**config.mk**
```make
export PLATFORM = sky130hd
export DESIGN_NAME = ucie_debug_trace_ctrl
export DESIGN_NICKNAME = d
export VERILOG_FILES = /design/src/rtl/ucie_debug_trace_ctrl.sv
export SDC_FILE = /design/constraint.sdc
export NUM_CORES = 1
export LEC_CHECK = 0
export ABC_AREA = 1
export CAP_MARGIN = 20
export CORE_MARGIN = 10
export CORE_UTILIZATION = 47
export CTS_BUF_LIST = sky130_fd_sc_hd__clkbuf_4 sky130_fd_sc_hd__clkbuf_8
export DETAILED_ROUTE_END_ITERATION = 12
export PLACE_DENSITY = 0.95
export SYNTH_ARGS = -nofsm -noshare
export SYNTH_HDL_FRONTEND = slang
export SYNTH_SLANG_ARGS = --single-unit
```
**constraint.sdc**
```tcl
create_clock -name clk -period 7.5 [get_ports clk]
set_input_delay 1.5 -clock clk [delete_from_list [all_inputs] [get_ports clk]]
set_output_delay 1.5 -clock clk [all_outputs]
set_load 0.01 [all_outputs]
```
**src/rtl/ucie_debug_trace_ctrl.sv**
```systemverilog
// Round-robin trace arbiter, timestamping write pipeline and capture sequencer for the debug trace
// buffer. Define UCIE_DEBUG_TRACE_DEDUP_EN to suppress entries repeating the last written one.
//
// state | meaning
// IDLE  | not capturing; producers sunk, nothing written
// ARMED | circular pre-trigger capture, watching the masked trigger
// POST  | counting post-trigger entries toward post_trig_len
// DONE  | buffer frozen for controller readback
module ucie_debug_trace_ctrl #(
  parameter int NUM_SRC   = 4,
  parameter int DEPTH     = 256,
  parameter int PAYLOAD_W = 24,
  localparam int AW = $clog2(DEPTH),
  localparam int SW = (NUM_SRC > 1) ? $clog2(NUM_SRC) : 1
) (
  input  logic                         clk,
  input  logic                         resetn,
  input  logic                         debug_capture_enable,
  input  logic [31:0]                  debug_trigger_mask,
  input  logic [31:0]                  trig_events,
  input  logic                         arm,
  input  logic [AW-1:0]                post_trig_len,
  input  logic [NUM_SRC-1:0]           src_valid,
  input  logic [NUM_SRC*PAYLOAD_W-1:0] src_data,
  output logic [NUM_SRC-1:0]           src_ready,
  output logic                         buf_we,
  output logic [AW-1:0]                buf_waddr,
  output logic [63:0]                  buf_wdata,
  output logic [AW-1:0]                debug_trace_ptr,
  output logic [31:0]                  debug_timestamp,
  output logic [1:0]                   trace_state,
  output logic                         triggered,
  output logic [AW-1:0]                trig_addr,
  output logic                         wrapped,
  output logic [15:0]                  dedup_count
);

  typedef enum logic [1:0] {
    ST_IDLE  = 2'd0,
    ST_ARMED = 2'd1,
    ST_POST  = 2'd2,
    ST_DONE  = 2'd3
  } state_e;

  state_e state_q, state_d;

  logic [SW-1:0]        rr_q, gnt_idx, cand, rr_next;
  logic                 gnt_any;
  logic [2:0]           gnt_id;
  logic [PAYLOAD_W-1:0] gnt_payload;
  logic                 capturing, accept, is_dup, do_write, hit, arm_go, post_last;
  logic [AW-1:0]        ptr_q, post_cnt_q, trig_addr_q, waddr_q;
  logic [31:0]          ts_q;
  logic [63:0]          wdata_q;
  logic                 we_q, triggered_q, wrapped_q;

  function automatic logic [SW-1:0] rr_index(input int base, input int k);
    int t;
    t = base + k;
    if (t >= NUM_SRC) t = t - NUM_SRC;
    return SW'(t);
  endfunction

  // First valid source at or after the round-robin pointer; with nothing valid the pointer
  // position itself holds the single grant.
  always_comb begin
    gnt_any = 1'b0;
    gnt_idx = rr_q;
    cand    = '0;
    for (int k = 0; k < NUM_SRC; k++) begin
      cand = rr_index(int'(rr_q), k);
      if (!gnt_any && src_valid[cand]) begin
        gnt_any = 1'b1;
        gnt_idx = cand;
      end
    end
  end

  assign rr_next     = rr_index(int'(gnt_idx), 1);
  assign gnt_id      = 3'(gnt_idx);
  assign gnt_payload = src_data[int'(gnt_idx)*PAYLOAD_W +: PAYLOAD_W];

  assign capturing = (state_q == ST_ARMED) || (state_q == ST_POST);
  assign accept    = capturing && gnt_any;
  assign do_write  = accept && !is_dup;
  assign hit       = |(trig_events & debug_trigger_mask);
  assign arm_go    = arm && debug_capture_enable && ((state_q == ST_IDLE) || (state_q == ST_DONE));
  assign post_last = (post_cnt_q + AW'(1)) == post_trig_len;

  always_comb begin
    src_ready = '0;
    if (resetn) begin
      if (capturing) src_ready[gnt_idx] = 1'b1;
      else           src_ready = '1;
    end
  end

  always_comb begin
    state_d = state_q;
    case (state_q)
      ST_IDLE:  if (arm_go) state_d = ST_ARMED;
      ST_ARMED: if (hit) state_d = (post_trig_len == '0) ? ST_DONE : ST_POST;
      ST_POST:  if (do_write && post_last) state_d = ST_DONE;
      ST_DONE:  if (arm_go) state_d = ST_ARMED;
      default:  state_d = ST_IDLE;
    endcase
    // Losing enable overrides everything, including a same-cycle arm.
    if (!debug_capture_enable) state_d = ST_IDLE;
  end

  always_ff @(posedge clk) begin
    if (!resetn) begin
      state_q     <= ST_IDLE;
      rr_q        <= '0;
      ts_q        <= '0;
      we_q        <= 1'b0;
      waddr_q     <= '0;
      wdata_q     <= '0;
      ptr_q       <= '0;
      post_cnt_q  <= '0;
      trig_addr_q <= '0;
      triggered_q <= 1'b0;
      wrapped_q   <= 1'b0;
    end else begin
      state_q <= state_d;
      ts_q    <= ts_q + 32'd1;
      we_q    <= do_write;
      if (do_write) begin
        waddr_q <= ptr_q;
        wdata_q <= {ts_q, gnt_id, 5'b0, 24'(gnt_payload)};
      end
      if (accept) rr_q <= rr_next;
      if (arm_go) begin
        ptr_q       <= '0;
        post_cnt_q  <= '0;
        trig_addr_q <= '0;
        triggered_q <= 1'b0;
        wrapped_q   <= 1'b0;
      end else begin
        if (do_write) begin
          ptr_q <= ptr_q + AW'(1);
          if (ptr_q == AW'(DEPTH-1)) wrapped_q <= 1'b1;
          if (state_q == ST_POST) post_cnt_q <= post_cnt_q + AW'(1);
        end
        // An entry accepted in the trigger cycle is pre-trigger history.
        if (state_q == ST_ARMED && hit) begin
          triggered_q <= 1'b1;
          trig_addr_q <= ptr_q + AW'(do_write);
        end
      end
    end
  end

`ifdef UCIE_DEBUG_TRACE_DEDUP_EN
  logic                 last_vld_q;
  logic [2:0]           last_id_q;
  logic [PAYLOAD_W-1:0] last_pl_q;
  logic [15:0]          dedup_q;

  assign is_dup = last_vld_q && (last_id_q == gnt_id) && (last_pl_q == gnt_payload);

  always_ff @(posedge clk) begin
    if (!resetn) begin
      last_vld_q <= 1'b0;
      last_id_q  <= '0;
      last_pl_q  <= '0;
      dedup_q    <= '0;
    end else if (arm_go) begin
      last_vld_q <= 1'b0;
      dedup_q    <= '0;
    end else begin
      if (do_write) begin
        last_vld_q <= 1'b1;
        last_id_q  <= gnt_id;
        last_pl_q  <= gnt_payload;
      end
      if (accept && is_dup && dedup_q != 16'hFFFF) dedup_q <= dedup_q + 16'd1;
    end
  end

  assign dedup_count = dedup_q;
`else
  assign is_dup      = 1'b0;
  assign dedup_count = '0;
`endif

  assign buf_we          = we_q;
  assign buf_waddr       = waddr_q;
  assign buf_wdata       = wdata_q;
  assign debug_trace_ptr = ptr_q;
  assign debug_timestamp = ts_q;
  assign trace_state     = state_q;
  assign triggered       = triggered_q;
  assign trig_addr       = trig_addr_q;
  assign wrapped         = wrapped_q;

endmodule

```
[Yosys cells after proc, flatten, opt, wreduce, memory -nomap -nowiden]
Index checks and enable logic that the tools add are counted.
Operators by class
  add/sub/neg operators: 13
  $mul: 1
  magnitude comparators: 11
  eq/ne operators: 8
  shift operators: 1
  multiplexer cells: 30
  bitwise logic cells: 2
  reduce and logical (&&, ||, !) cells: 23
Operators by type and width (count)
  96-bit by 8-bit variable part select with 24-bit output: 1
  32-bit by 1-bit adder with 32-bit output, second input constant: 1
  32-bit AND: 1
  32-bit OR reduction: 1
  2-bit 2-to-1 mux: 12
  8-bit by 1-bit adder with 8-bit output, second input constant: 2
  2-bit by 3-bit less-than comparator with 1-bit output, second input constant: 5
  3-bit >= comparator, second input constant: 4
  1-bit 2-to-1 mux: 10
  2-bit by 1-bit subtractor with 2-bit output, second input constant: 5
  1-bit logical AND: 9
  8-bit by 1-bit adder with 8-bit output: 1
  1-bit binary-select mux with 2-bit select: 4
  8-bit == test: 1
  8-bit == test, second input constant: 1
  8-bit zero test: 1
  4-bit 2-to-1 mux: 2
  2-bit by 1-bit adder with 3-bit output, second input constant: 2
  2-bit by 2-bit adder with 3-bit output, second input constant: 2
  2-bit case mux with 3 select lines: 1
  2-bit AND reduction: 3
  2-bit == test, second input constant: 2
  2-bit by 2-bit multiplier with 4-bit output, second input constant: 1
  2-bit by 1-bit != test with 1-bit output, second input constant: 2
  11 further kinds: 15
Word-level totals
  bits in registers: 129
  input bits: 176
  output and inout port bits: 145
  logic and storage cells: 100

[Longest topological paths before layout]
Gate-level depths: netlist of the first run.
  depth after elaboration: 20
  gate-level depth with buffers: 18
  mapped depth without buffers: 17

[Least setup slack after synthesis of the first run]
No wires, ideal clock.
  path kind: input to output
  from: input src_valid[3]
  to: output src_ready[2]
  arrival time: 2852 ps
  data required time: 6000 ps
  slack: 3148 ps
  stages: 13
  path buffers: 1
  cell sequence: nand2_1 -> nand3_1 -> nand2_1 -> nand3_1 -> nand2_1 -> nand2_1 -> nand3_1 -> nand2_2 -> inv_2 -> buf_2 -> ha_1 -> nor2_1 -> nor2_1
On the way
  longest elaborated chain between the ends: 18
  elaborated cells on any way between the ends: 28
  classes of those cells: order compare (2); mux (19); reduce/logical (7)
Ends and longest elaborated chain
  start, declared: line 23  | input logic [NUM_SRC-1:0] src_valid,
  1-bit binary-select mux with 2-bit select: line 72  | if (!gnt_any && src_valid[cand]) begin
  1-bit 2-to-1 mux (not written as such): line 72
  1-bit 2-to-1 mux: line 72
  1-bit zero test: line 72
  1-bit logical AND: line 72
  1-bit 2-to-1 mux: line 72
  1-bit zero test: line 72
  1-bit logical AND: line 72
  [... 3 more ...]
  2-bit 2-to-1 mux *: line 72
  via gnt_idx[1]: line 47  | logic [SW-1:0] rr_q, gnt_idx, cand, rr_next;
  2-bit by 3-bit less-than comparator with 1-bit output (not written as such) / 2-bit by 1-bit >= comparator with 1-bit output (equally long branches): line 93  | if (capturing) src_ready[gnt_idx] = 1'b1;
  1-bit logical AND (not written as such): line 93
  1-bit 2-to-1 mux (not written as such): line 93
  1-bit demux with 2-bit select *: line 93
  4-bit 2-to-1 mux *: line 93
  4-bit 2-to-1 mux *: line 92  | if (resetn) begin
  end, declared: line 25  | output logic [NUM_SRC-1:0] src_ready,
Mark *: on every way through the listed nets, which the timed path passes. The rest lies on a longest branch. The select of a mux whose other input is x is not followed.

[Worst setup path after layout of the first run]
  from: input src_valid[1]
  to: output src_ready[1]
Same word-level chain as after synthesis.

==> run metrics, run 1 <==
status=finished clean; Die ar.=around 21000 sq um; final WL=about 26000 um; Max Buffers Root-to-Sink=2; grt ovf=0; critical path data arrival time=~4.3 ns; Initial Utilization=47.90%; clock tree root buffer cell=clkbuf_8; via count=approximately 8300; # H-tree levels=4; final hold violations=0; worst hold path stage count=2; final worst slack=1.747 ns; Rel. slew slack=38.53%; Syn Area/Cell=roughly 6.4 sq um; Critical path origin=src_valid[1]; RSZ-0062 raised after global routing=no; #FFs+latches synth=about 130; row count=between 40 and 50; NetSw=0.7730 mW; CP endpoint kind=output port; die height=about 140 um; Final Critical Period=between 5 and 6 ns; Worst setup SP type=input port; post-CTS setup buffer count=0; Lkg Pwr=around 4.6 nW; initial antenna violation count=1; Reg clk slew, reported paths=0.07 ns; Synth cell types=33; worst skew pair latency=around 0.44 ns; worst slew pin tran=0.9208 ns; hpwl dp=between 15000 and 20000 um; Core ar.=between 15000 and 20000 sq um; first-pass GRT wire length=~39000 um; clock network power share=27.8%; NumNets Final=between 1500 and 2000; die width=between 100 and 150 um; synth-to-layout area growth=45.62%; 1st-pass router iterations=5; Switching Share=35.17%; post-synthesis cell area=7282 sq um; via count of the first global-routing pass=8084; Max Fclk=0.1738 GHz; Sum Neg Setup Slack=0 ns; layout cells sized above 1=between 5 and 6%; DRC Markers=0; Sequential Power Share=35.6%; Synth Warn #=0; reg2reg start=rr_q[0]; hold_sp=wrapped; Comb pwr share=between 30% and 40%; I/O pin cnt=321; GRT Total Usage=a little under a quarter; Filler cells=between 1000 and 1500; total CTS buffers=17; crit-path max FO=49; CTS tree=done; Max Cap Viol=0; internal power=around 1.4 mW; Peak VDD IR=between 100 and 150 uV; final setup fails=0; Final Max Tran Viols=0; Seq/Total Area, Yosys=between 30% and 40%; port bufs=298; Detail Route Antenna Nets=0; hold buffer count at CTS=0; pre-CTS setup slack=1.769 ns; Mapped Cells=~1100; final RePlAce weighted congestion=0.9388; Worst Setup Path Type=in -> out; Power Density=around 210 nW/um^2; Final Cycle Share=approximately 77%; WL/cell=about 16 um; Required @ worst endpoint=~6.0 ns; Clock Skews=roughly 0.011 ns; Via density=~5.2; class of the worst hold path=reg -> reg; post-cts resize count=0; R2R depth=15; largest net degree at the start of global routing=between 60 and 70; CTS Sinks=between 100 and 150; 1st-iter DRT viols=~520
-- synth_stat cells (all sizes together) --
cell	number	area share, %
o21a	3	0.31
o21bai	1	0.10
or2	1	0.086
nand4	21	1.9
a211oi	10	1.0
ha	12	2.1
xnor2	3	0.36
nor2	158	8.5
clkbuf	18	0.93
nor3	15	1.0
o21ai	68	4.8
nand3	111	8.9
a21oi	62	4.3
nor4	2	0.17
o41ai	1	0.12
o211ai	1	0.10
dfxtp	129	35
xor2	10	1.2
nand2	336	18
conb	1	0.051
buf	56	5.3
inv	110	5.7
-- worst paths after layout --
check | slack, ns | endpoint
worst max-delay path | 1.75 | src_ready[1]
worst min-delay path | 0.45 | wrapped
worst max register to register | 4.37 | trig_addr[6]
worst min register to register | 0.45 | wrapped
-- kinds of logic (layout without fill, tap and decap cells) --
group	after synthesis	count (layout)	share of synthesized area (%)
AOI/OAI and AO/OA	146	146	10.76
xor gates and xnor gates	13	13	1.564
adders and majority gates	12	12	2.062
buffers and inverters	184	449	11.94
DFF	129	129	35.46
other	1	23	0.05150
and+or+nand+nor	644	644	38.16
-- power groups by stage --
stage | Combinational [mW] | Clock [mW] | Sequential [mW]
after floorplan | 0.479 | 0 | 0.818
after global placement | 0.781 | 0 | 0.794
after detailed placement | 0.801 | 0 | 0.797
after CTS | 0.806 | 0.618 | 0.782
after global routing | 0.896 | 0.647 | 0.789
final | 0.805 | 0.610 | 0.783
-- critical path, cell delays in order --
cell	delay, ns
clkdlybuf4s50_1	0.48
inv_1	0.05
o21ai_1	0.17
nand2_1	0.13
o21ai_4	0.11
nand4_2	0.14
nand2_2	0.09
buf_4	0.46
nand2_2	0.15
inv_1	0.13
ha_1	0.15
nor2_1	0.04
nor2_1	0.09
clkdlybuf4s50_1	0.56
-- layout make-up --
| type | instances | area [sq um] | area share [%] |
|---|---|---|---|
| sequential | 129 | 2582 | 24.35 |
| multi-input combinational | 837 | 3913 | 36.90 |
| timing repair buffer | 308 | 3053 | 28.79 |
| antenna | 1 | 2.502 | 0.02360 |
| clock buffer | 23 | 304.0 | 2.867 |
| clock inverter | 8 | 101.3 | 0.9558 |
| inverter | 110 | 412.9 | 3.894 |
| tap | 188 | 235.2 | 2.218 |
-- metal layers --
layer  GRT usage, %  share of wire [%]
met5              0                  0
met2          40.78                 49
met3          9.216                 11
met4          11.49                3.8
met1          24.79                 36
-- per-stage QoR --
stage | instance area (sq um) | hold slack, ns | util, % | cells | power (mW)
after floorplan | 7361 | 0.4440 | - | 1150 | 1.296
after global placement | 10190 | 0.4363 | 67.02 | 1571 | 1.575
after detailed placement | 10190 | 0.4483 | 67.02 | 1571 | 1.598
after CTS | 10590 | 0.4598 | 69.69 | 1602 | 2.207
after global routing | 10600 | 0.4837 | 69.75 | 1604 | 2.333
final | 10600 | 0.4546 | 69.75 | 1604 | 2.198
-- flip-flops by register name, indices dropped and copies added (netlist names) --
name	cells
debug_timestamp	32
trig_addr	8
buf_we	1
wrapped	1
buf_wdata	58
rr_q	2
triggered	1
trace_state	2
debug_trace_ptr	8
post_cnt_q	8
buf_waddr	8
-- cells in the final DEF, fill, tap and decap left out, types with 2 or more instances in the layout --
cell type	netlist	layout
nand2_1	328	328
clkdlybuf4s50_1	0	297
nor2_1	151	151
dfxtp_1	129	129
inv_1	105	105
nand3_1	92	92
a21oi_1	62	62
o21ai_0	62	62
conb_1	1	22
clkbuf_8	0	21
nand4_1	20	20
nand3_2	19	19
nor3_1	15	15
ha_1	12	12
xor2_1	10	10
a211oi_1	10	10
buf_4	30	10
nand2_2	8	8
nor2_2	6	6
inv_2	5	5
o21ai_1	5	4
xnor2_1	3	3
o21a_1	3	3
clkinv_2	0	3
nor4_1	2	2
clkbuf_4	0	2
inv_6	0	2
bufinv_16	0	2
No activity file was read; power rests on OpenSTA's default activity.
==> run 2, diff against run 1 <==
CORE_UTILIZATION = 40   (was 47)
PLACE_DENSITY = 0.91   (was 0.95)
clock period = 4.7 ns   (was 7.5 ns; I/O delays follow)
==> run 2 against run 1 <==
Hold slack better by 0.00059 ns. First-iteration DRC count is 32% lower. Count of clock-buffer cells in the layout is 4 lower. Global-route usage is 3.4 points lower. Flip-flop and latch count stayed put. Cell area is 0.76% higher. Final cell count is 2.6% higher. Critical path type unchanged. Highest routed layer unchanged.
==> run metrics, run 2 (synthesized netlist as in run 1, its figures left out) <==
status=finished clean; largest net degree at the start of global routing=65 (unchanged); final instance area=10680 sq um (+0.76%); GRT Total Usage=20.35% (-3.4 points); clock tree root buffer cell=clkbuf_8; Hold Slack=0.4552 ns (+0.0005920 ns); final setup fails=0 (unchanged); Rel. slew slack=58.72% (+20 points); post-cts resize count=0 (unchanged); commonest non-fill, non-tap cell in the layout=nand2_1; dpl cells=1614 (+2.7%); Layout Cells excl Fill=1646 (+2.6%); Initial Utilization=40.54% (-7.4 points); # H-tree levels=4 (unchanged); Worst Setup Path Type=in -> out; worst slew pin tran=0.6191 ns (-0.3017 ns); Required @ worst endpoint=3.76 ns (-2.24 ns); DRC Markers=0 (unchanged); layout cells sized above 1=6.069% (+0.13 points); die width=154.9 um (+7.2%); Max Fclk=0.2437 GHz; max FFs per register=58 (unchanged); Die ar.=24000 sq um (+15%); most frequent cells in the layout=nand2_1, clkdlybuf4s50_1, nor2_1; CP endpoint kind=output port; final RePlAce weighted congestion=0.8531 (-9.1%); via count of the first global-routing pass=7877 (-2.6%); NumNets Final=1592 (+0.063%); post-CTS setup buffer count=0 (unchanged); Clock Skews=0.01855 ns (+0.007371 ns); WL/cell=15.45 um (-3.3%); Lkg Pwr=4.613 nW (about the same); 1st-pass router iterations=4 (-1); Peak VDD IR=219.4 uV (+91%); grt ovf=0 (unchanged); hold buffer count at CTS=0 (unchanged); Reg clk slew, reported paths=0.07 ns (about the same); die height=154.9 um (+7.2%); final hold violations=0 (unchanged); placed cell area=10250 sq um (+0.65%); final WL=25420 um (-0.77%); Max Cap Viol=0 (unchanged); via count=8150 (-2.3%); total CTS buffers=17 (unchanged); Via density=4.951 (-4.8%); Detail Route Antenna Nets=0 (unchanged); synth-to-layout area growth=46.72%; 1st-iter DRT viols=355 (-32%); row count=49 (+8.9%); Core ar.=17960 sq um (+18%); Max Buffers Root-to-Sink=2 (unchanged); Final Critical Period=4.103 ns; CTS Sinks=129 (unchanged); RSZ-0062 raised after global routing=no; worst skew pair latency=0.45 ns (about the same); first-pass GRT wire length=40140 um (+1.9%); I/O pin cnt=321 (unchanged); crit-path max FO=4 (-92%); Power Density=333.1 nW/um^2 (+61%); CTS tree=done; Ant. Diodes=0 (-1); pre-CTS setup slack=0.6334 ns (-1.136 ns); initial antenna violation count=0 (-1); final worst slack=0.5971 ns (-1.150 ns); hpwl dp=19700 um (-0.82%); critical path data arrival time=3.16 ns (-1.09 ns); Worst setup SP type=input port; Final Max Tran Viols=0 (unchanged); Sum Neg Setup Slack=0 ns (unchanged); Final Cycle Share=between 80% and 90%; port bufs=298 (unchanged); class of the worst hold path=reg -> reg
==> run 2: changes by cell type in the layout (fill, tap and decap cells not counted), sizes merged <==
cell / before / now
clkinvlp: 0 / 2
clkbuf: 23 / 19
clkinv: 4 / 3
bufinv: 2 / 3
inv: 112 / 115
diode: 1 / 0
buf: 11 / 12
==> run 2: final cells by class <==
type	instances	area (sq um)
Inverter	110	412.9
Clock buffer	19	255.2
Fill cell	1601	7279
Timing Repair Buffer	309	3060
Sequential cell	129	2582
Tap cell	229	286.5
Clock inverter	13	173.9
Multi-Input combinational cell	837	3913
==> run 2: report_power, final <==
group          internal [mW]  switching (mW)  total [mW]
clock network          0.555           0.476        1.03
logic                  0.547           0.731        1.28
registers               1.19          0.0613        1.25
total                   2.29            1.27        3.56
==> run 2: stage by stage <==
| step | utilization (%) | power [mW] |
|---|---|---|
| 6_report | 59.48 | 3.559 |
| 5_1_grt | 59.48 | 3.801 |
| 4_1_cts | 59.48 | 3.589 |
| 3_5_place_dp | 57.09 | 2.553 |
| 3_3_place_gp | 57.09 | 2.526 |
| 2_1_floorplan | - | 2.068 |
==> run 2: per-layer routing <==
layer / global-route usage [%] / vias up / share of wire, %
li1: - / 4105 / -
met1: 22.01 / 3697 / 38
met2: 34.90 / 323 / 49
met3: 9.650 / 25 / 11
met4: 5.308 / 0 / 1.4
met5: 0 / - / 0
==> run 2: final timing paths <==
check / slack [ns] / startpoint / depth (start not counted) / endpoint
hold / removal: 0.46 / wrapped / 2 / wrapped
hold reg to reg: 0.46 / wrapped / 2 / wrapped
setup / recovery: 0.60 / src_valid[2] / 17 / src_ready[3]
setup reg to reg: 1.77 / rr_q[0] / 12 / post_cnt_q[7]
==> run 2: worst max-delay path, cell delays in order <==
cell and delay (ns):
clkdlybuf4s50_1 0.48, inv_1 0.04, nand2_1 0.06, nand2_2 0.09, inv_1 0.06, nand2_1 0.04, nand2_1 0.09, nand3_1 0.12
nand2_1 0.11, nand2_1 0.06, nand3_1 0.08, nand2_2 0.09, inv_2 0.08, ha_1 0.13, nor2_1 0.04, nor2_1 0.09
clkdlybuf4s50_1 0.55
